<file path="src/rtl/tcomp_serial_sched_pkg.sv">
// rtl/tcomp_serial_sched_pkg.sv - shared types and helpers for the serial complement scheduler
package tcomp_pkg;

    typedef enum logic [2:0] {
        IDLE,
        CLEAR,
        SHIFT,
        DRAIN,
        OUT
    } state_t;

    localparam logic REQ_ID_0 = 1'b0;
    localparam logic REQ_ID_1 = 1'b1;

    // Word is zero-extended by the caller; true only for 1 followed by width-1 zeros.
    function automatic logic is_most_neg(input logic [31:0] word, input int width);
        return word == (32'd1 << (width - 1));
    endfunction

endpackage

</file>
<file path="src/rtl/tcomp_serial_sched_if.sv">
// rtl/tcomp_serial_sched_if.sv - requester/result handshake bundle for the serial complement scheduler
interface tcomp_serial_sched_if #(
    parameter int WIDTH = 8
);
    logic             req0_valid;
    logic [WIDTH-1:0] req0_data;
    logic             req0_ready;
    logic             req1_valid;
    logic [WIDTH-1:0] req1_data;
    logic             req1_ready;
    logic             out_valid;
    logic [WIDTH-1:0] out_data;
    logic             out_id;
    logic             out_ovf;
    logic             out_ready;
    logic             busy;

    modport slave (
        input  req0_valid, req0_data, req1_valid, req1_data, out_ready,
        output req0_ready, req1_ready, out_valid, out_data, out_id, out_ovf, busy
    );

    modport master (
        output req0_valid, req0_data, req1_valid, req1_data, out_ready,
        input  req0_ready, req1_ready, out_valid, out_data, out_id, out_ovf, busy
    );
endinterface

</file>
<file path="src/rtl/tcomp_serial_stage.sv">
// rtl/tcomp_serial_stage.sv - two-phase bit-serial two's complementer, LSB first, 1-cycle latency
module tcomp_serial_stage (
    input  logic clk,
    input  logic rst,
    input  logic clr,
    input  logic din,
    output logic dout
);
    logic r_phase;
    logic r_dout;

    // Bits pass unchanged up to and including the first 1, then are inverted.
    always_ff @(posedge clk or negedge rst) begin
        if (!rst) begin
            r_phase <= 1'b0;
            r_dout  <= 1'b0;
        end else if (clr) begin
            r_phase <= 1'b0;
            r_dout  <= 1'b0;
        end else begin
            r_dout <= din ^ r_phase;
            if (din) begin
                r_phase <= 1'b1;
            end
        end
    end

    assign dout = r_dout;

endmodule

</file>
<file path="src/rtl/tcomp_serial_sched.sv">
// rtl/tcomp_serial_sched.sv - round-robin scheduler sharing one serial complement stage between two requesters
module tcomp_serial_sched
    import tcomp_pkg::*;
#(
    parameter int WIDTH = 8
) (
    input  logic                 clk,
    input  logic                 rst,
    tcomp_serial_sched_if.slave  bus
);
    localparam int CW = $clog2(WIDTH + 1);

    state_t           r_state;
    logic             r_rr_ptr;
    logic [WIDTH-1:0] r_in_sr;
    logic [WIDTH-1:0] r_res_sr;
    logic [CW-1:0]    r_cnt;
    logic             r_out_valid;
    logic [WIDTH-1:0] r_out_data;
    logic             r_out_id;
    logic             r_out_ovf;

    logic             w_idle;
    logic             w_acc0;
    logic             w_acc1;
    logic [WIDTH-1:0] w_sel_data;
    logic             w_clr;
    logic             w_dout;

    // rr_ptr only breaks ties; a lone valid requester is always served.
    assign w_idle     = (r_state == IDLE);
    assign w_acc0     = w_idle & bus.req0_valid & ~(bus.req1_valid & r_rr_ptr);
    assign w_acc1     = w_idle & bus.req1_valid & ~(bus.req0_valid & ~r_rr_ptr);
    assign w_sel_data = w_acc1 ? bus.req1_data : bus.req0_data;
    assign w_clr      = (r_state == CLEAR);

    tcomp_serial_stage u_stage (
        .clk  (clk),
        .rst  (rst),
        .clr  (w_clr),
        .din  (r_in_sr[0]),
        .dout (w_dout)
    );

    always_ff @(posedge clk or negedge rst) begin
        if (!rst) begin
            r_state     <= IDLE;
            r_rr_ptr    <= REQ_ID_0;
            r_in_sr     <= '0;
            r_res_sr    <= '0;
            r_cnt       <= '0;
            r_out_valid <= 1'b0;
            r_out_data  <= '0;
            r_out_id    <= REQ_ID_0;
            r_out_ovf   <= 1'b0;
        end else begin
            case (r_state)
                IDLE: begin
                    if (w_acc0 | w_acc1) begin
                        r_in_sr   <= w_sel_data;
                        r_out_id  <= w_acc1 ? REQ_ID_1 : REQ_ID_0;
                        r_rr_ptr  <= w_acc1 ? REQ_ID_0 : REQ_ID_1;
                        r_out_ovf <= is_most_neg(32'(w_sel_data), WIDTH);
                        r_state   <= CLEAR;
                    end
                end
                CLEAR: begin
                    r_cnt   <= '0;
                    r_state <= SHIFT;
                end
                SHIFT: begin
                    r_in_sr <= r_in_sr >> 1;
                    r_cnt   <= r_cnt + CW'(1);
                    // Stage output lags its input by one edge, so the first edge has nothing to capture.
                    if (r_cnt != '0) begin
                        r_res_sr <= {w_dout, r_res_sr[WIDTH-1:1]};
                    end
                    if (r_cnt == CW'(WIDTH - 1)) begin
                        r_state <= DRAIN;
                    end
                end
                DRAIN: begin
                    r_res_sr    <= {w_dout, r_res_sr[WIDTH-1:1]};
                    r_out_data  <= {w_dout, r_res_sr[WIDTH-1:1]};
                    r_out_valid <= 1'b1;
                    r_state     <= OUT;
                end
                OUT: begin
                    if (bus.out_ready) begin
                        r_out_valid <= 1'b0;
                        r_state     <= IDLE;
                    end
                end
                default: begin
                    r_state <= IDLE;
                end
            endcase
        end
    end

    assign bus.req0_ready = w_acc0;
    assign bus.req1_ready = w_acc1;
    assign bus.out_valid  = r_out_valid;
    assign bus.out_data   = r_out_data;
    assign bus.out_id     = r_out_id;
    assign bus.out_ovf    = r_out_ovf;
    assign bus.busy       = ~w_idle;

endmodule

</file>
<file path="src/flat_wrapper.sv">
// flat-port wrapper written by rule: the top's interface ports become plain ports
module tcomp_serial_sched_flat import tcomp_pkg::*;
#(
    parameter int WIDTH = 8
)
  (clk, rst, bus_req0_valid, bus_req0_data, bus_req1_valid, bus_req1_data, bus_out_ready, bus_req0_ready, bus_req1_ready, bus_out_valid, bus_out_data, bus_out_id, bus_out_ovf, bus_busy);
  tcomp_serial_sched_if #(.WIDTH(WIDTH)) bus_i ();
  input  logic clk;
  input  logic rst;
  input wire logic [$bits(bus_i.req0_valid)-1:0] bus_req0_valid;
  input wire logic [$bits(bus_i.req0_data)-1:0] bus_req0_data;
  input wire logic [$bits(bus_i.req1_valid)-1:0] bus_req1_valid;
  input wire logic [$bits(bus_i.req1_data)-1:0] bus_req1_data;
  input wire logic [$bits(bus_i.out_ready)-1:0] bus_out_ready;
  output wire logic [$bits(bus_i.req0_ready)-1:0] bus_req0_ready;
  output wire logic [$bits(bus_i.req1_ready)-1:0] bus_req1_ready;
  output wire logic [$bits(bus_i.out_valid)-1:0] bus_out_valid;
  output wire logic [$bits(bus_i.out_data)-1:0] bus_out_data;
  output wire logic [$bits(bus_i.out_id)-1:0] bus_out_id;
  output wire logic [$bits(bus_i.out_ovf)-1:0] bus_out_ovf;
  output wire logic [$bits(bus_i.busy)-1:0] bus_busy;
  assign bus_i.req0_valid = bus_req0_valid;
  assign bus_i.req0_data = bus_req0_data;
  assign bus_i.req1_valid = bus_req1_valid;
  assign bus_i.req1_data = bus_req1_data;
  assign bus_i.out_ready = bus_out_ready;
  assign bus_req0_ready = bus_i.req0_ready;
  assign bus_req1_ready = bus_i.req1_ready;
  assign bus_out_valid = bus_i.out_valid;
  assign bus_out_data = bus_i.out_data;
  assign bus_out_id = bus_i.out_id;
  assign bus_out_ovf = bus_i.out_ovf;
  assign bus_busy = bus_i.busy;
  tcomp_serial_sched #(.WIDTH(WIDTH)) u_core (.clk(clk), .rst(rst), .bus(bus_i));
endmodule
</file>
<file path="config.mk">
export PLATFORM = sky130hd
export DESIGN_NAME = tcomp_serial_sched_flat
export DESIGN_NICKNAME = d
export VERILOG_FILES = /design/src/rtl/tcomp_serial_sched_pkg.sv /design/src/rtl/tcomp_serial_sched_if.sv /design/src/rtl/tcomp_serial_stage.sv /design/src/rtl/tcomp_serial_sched.sv /design/src/flat_wrapper.sv
export SDC_FILE = /design/constraint.sdc
export NUM_CORES = 1
export LEC_CHECK = 0
export CAP_MARGIN = 30
export CORE_MARGIN = 2
export CORE_UTILIZATION = 40
export CTS_BUF_LIST = sky130_fd_sc_hd__clkbuf_4
export DETAILED_ROUTE_END_ITERATION = 8
export GPL_TIMING_DRIVEN = 0
export PLACE_DENSITY = 0.78
export REMOVE_ABC_BUFFERS = 1
export SYNTH_ARGS = -nofsm -noshare
export SYNTH_HDL_FRONTEND = slang
export SYNTH_SLANG_ARGS = --single-unit
</file>
<file path="constraint.sdc">
create_clock -name clk -period 1.55 [get_ports clk]
set_clock_uncertainty 0.05 [all_clocks]
set_input_delay 0.2325 -clock clk [delete_from_list [all_inputs] [get_ports clk]]
set_output_delay 0.2325 -clock clk [all_outputs]
set_load 0.1 [all_outputs]
</file>
==> impl_metrics.tcl <==
set metrics [dict create \
    first_iter_violations 126 \
    cts_max_level 2 \
    tns_ns -1.64 \
    violations "negative setup slack" \
    netlist_area_sq_mm 0.00180 \
    synth_largest_area_cell "dfrtp_1" \
    synth_flop_cell "dfrtp_1" \
    drtAntennaViolNets 0 \
    nFillCells 321 \
    crit_chain "nor3_4 -> buf_6 -> nand2_4 -> a21oi_4 -> buf_12" \
    io_buffer_count 34 \
    async_flop_share_pct 100 \
    max_clock_freq_mhz 542 \
    syn_inst 165 \
    initial_utilization_pct 41.3 \
    gr-total-overflow 0 \
    grt_pass1_vias 1525 \
    gp_congestion 0.821 \
    hold_path_class "in2reg" \
    crit_path_max_incr_delay_ns 0.45 \
    criticalPathCategory "reg2out" \
    status "complete, but fails checks" \
    synth_edf_count 0 \
    drive_gt1_share_pct 43.5 \
    routed_wl_mm 4.49 \
    required_ns 1.27 \
    syn_avg_cell_area_sq_um 10.9 \
    ff2ff_setup_slack_ns -0.14 \
    finalHoldViolCount 0 \
    pin_count 35 \
    crit_family "flip-flops" \
    maxSlewViolCount 0 \
    startpoint_type "flop" \
    cts_buffer_depth 2 \
    synth_cell_types 37 \
    die_x_um 71.1 \
    setup_violations 18 \
    remaining_drc_errors 0 \
    worst_slew_pin_slew_ns 0.795 \
    fp.dieH_um 71.1 \
    dr.pass1.iters 4 \
    track_usage_pct 18.5 \
    drv_cap 0 \
    insertedDiodeCount 0 \
    min_period_ns 1.85 \
    syn2layout_area_growth_pct 49.0 \
    cts_buffers 5 \
    final_cell_area_sq_mm 0.00268 \
    clk_latency_ns 0.35 \
    end_kind "output port" \
    die_area_sq_mm 0.00505 \
    yosysWarnings 0 \
    core_area_sq_mm 0.00435 \
    path_buf_inv 2 \
    viasPerCell 5.42 \
    slowest_stage "dfrtp_2" \
    worst-path-max-fanout 5 \
    yosysSeqAreaShare_pct 50.1 \
    rows 24 \
    yosysTopAreaCellShare_pct 50.1 \
    final_net_count 245 \
    tritoncts "yes" \
    period_share_pct 119 \
    clock-sinks 36 \
    antenna_found_initial 0 \
    grt_max_degree 37 \
    slew-limit-headroom_pct 47.0 \
    synth_seq_cells 36 \
    critPathArrivalTime_ns 1.56 \
    dp_hpwl_mm 2.37 \
    clk_pin_slew_worst_paths_ns 0.11 \
    detail_route.wl_per_cell_um 16.3 \
    via_count 1490 \
    synthTopCellsByArea "dfrtp_1 (50%), mux2_2 (9.4%), nand2_1 (4.8%)" \
    dpl_cell_area_sq_mm 0.00213 \
    cts-root-buf "clkbuf_4" \
    final_util_pct 61.6 \
    fin_ws_ns -0.296 \
    rsz0062_at_grt "yes" \
    grt_pass1_wl_mm 7.25 \
]
[stage by stage]
stage | worst slack (ns) | std cells | hold WS (ns)
6_report | -0.296 | 275 | 0.432
5_1_grt | -0.367 | 275 | 0.448
4_1_cts | -0.274 | 272 | 0.432
3_5_place_dp | -1.34 | 243 | 0.306
3_3_place_gp | -1.29 | 243 | 0.413
2_1_floorplan | -1.22 | 157 | -0.113
[what timing repair did]
action / in CTS / in global routing
pin swaps: 27 / 9
hold endpoints to repair: 36 / 0
gates resized for setup: 122 / 24
gates cloned: 1 / 0
buffers inserted: 19 / 4
setup endpoints to repair: 42 / 28
hold buffers: 1 / 0
[sequential cells by signal, summed over array words and instances (netlist names)]
signal,cells
u_core.bus.out_data,8
u_core.bus.out_id,1
u_core.r_in_sr,8
u_core.bus.out_valid,1
u_core.u_stage.r_phase,1
u_core.bus.out_ovf,1
u_core.u_stage.dout,1
u_core.r_res_sr,7
u_core.r_state,3
u_core.r_rr_ptr,1
u_core.r_cnt,4
[Yosys cell counts, types with 2 or more instances]
cell type  count
a31oi_1        2
mux2_2        15
nor4b_1        2
o21ai_0        4
nor2_1        15
a21oi_1        5
dfrtp_1       36
ha_1           2
nand2_1       23
nor4_1         3
inv_1          4
buf_4          3
nor3_4         2
nand3b_1       3
xnor2_1        2
nand3_1        2
o31ai_1        7
a211oi_1       8
nor3_1         7
buf_6          3
[routing by layer]
layer / part of all wire [%] / global-route usage (%)
met1: 43 / 23.6
met2: 50 / 29.7
met3: 4.2 / 4.56
met4: 2.3 / 8.39
met5: 0 / 0
[final timing paths]
path / start / end / depth (start not counted)
max: u_core.r_state[2]$_DFFE_PN0P_ / bus_req0_ready / 5
min: bus_req1_valid / u_core.r_rr_ptr$_DFFE_PN0P_ / 2
max reg2reg: u_core.r_state[2]$_DFFE_PN0P_ / u_core.r_in_sr[5]$_DFFE_PN0P_ / 6
min reg2reg: u_core.bus.out_id$_DFFE_PN0P_ / u_core.bus.out_id$_DFFE_PN0P_ / 2
max in group asynchronous: rst / u_core.r_state[2]$_DFFE_PN0P_ / 2
min in group asynchronous: rst / u_core.r_in_sr[5]$_DFFE_PN0P_ / 2
[cells in the final DEF (no fill, tap or decap), types with 2 or more instances in the layout]
cell and n:
dfrtp_1 33, o31ai_1 5, nand3_1 2, clkdlybuf4s50_1 18, nor2_1 15, buf_2 12
buf_6 7, nand3b_1 3, a21oi_1 4, buf_4 12, nor4b_1 2, nor4_1 3
dfrtp_2 3, nor3_4 9, mux2_4 7, a211oi_4 2, o21ai_0 4, xnor2_1 2
buf_12 6, a31oi_1 2, a211oi_2 7, inv_2 3, o31ai_2 2, clkbuf_4 6
nand2_1 22, mux2_2 8
[cells by family (layout without fill, tap and decap cells)]
logic type               after synthesis  in the layout  synth area share (%)
flip-flops                            36             36                  50.1
XOR/XNOR                               2              2                 0.974
adder cells (fa/ha/maj)                2              2                  1.39
AO/OA/AOI/OAI                         31             31                  12.0
buffers and inverters                 13             71                  4.80
multiplexers                          16             16                  9.94
AND/OR/NAND/NOR                       65             65                  20.9
[layout make-up]
type	count	area (sq um)	area share, %
multi-input combinational	116	1040	38.7
tap	52	65.1	2.43
inverter	5	31.3	1.17
clock buffer	6	45.0	1.68
clock inverter	2	11.3	0.420
timing repair buffer	58	584	21.8
sequential	36	905	33.8
Power is left out: the tool's default activity adds up to more than one toggle a clock period on the data nets, which glitch-free logic cannot reach.
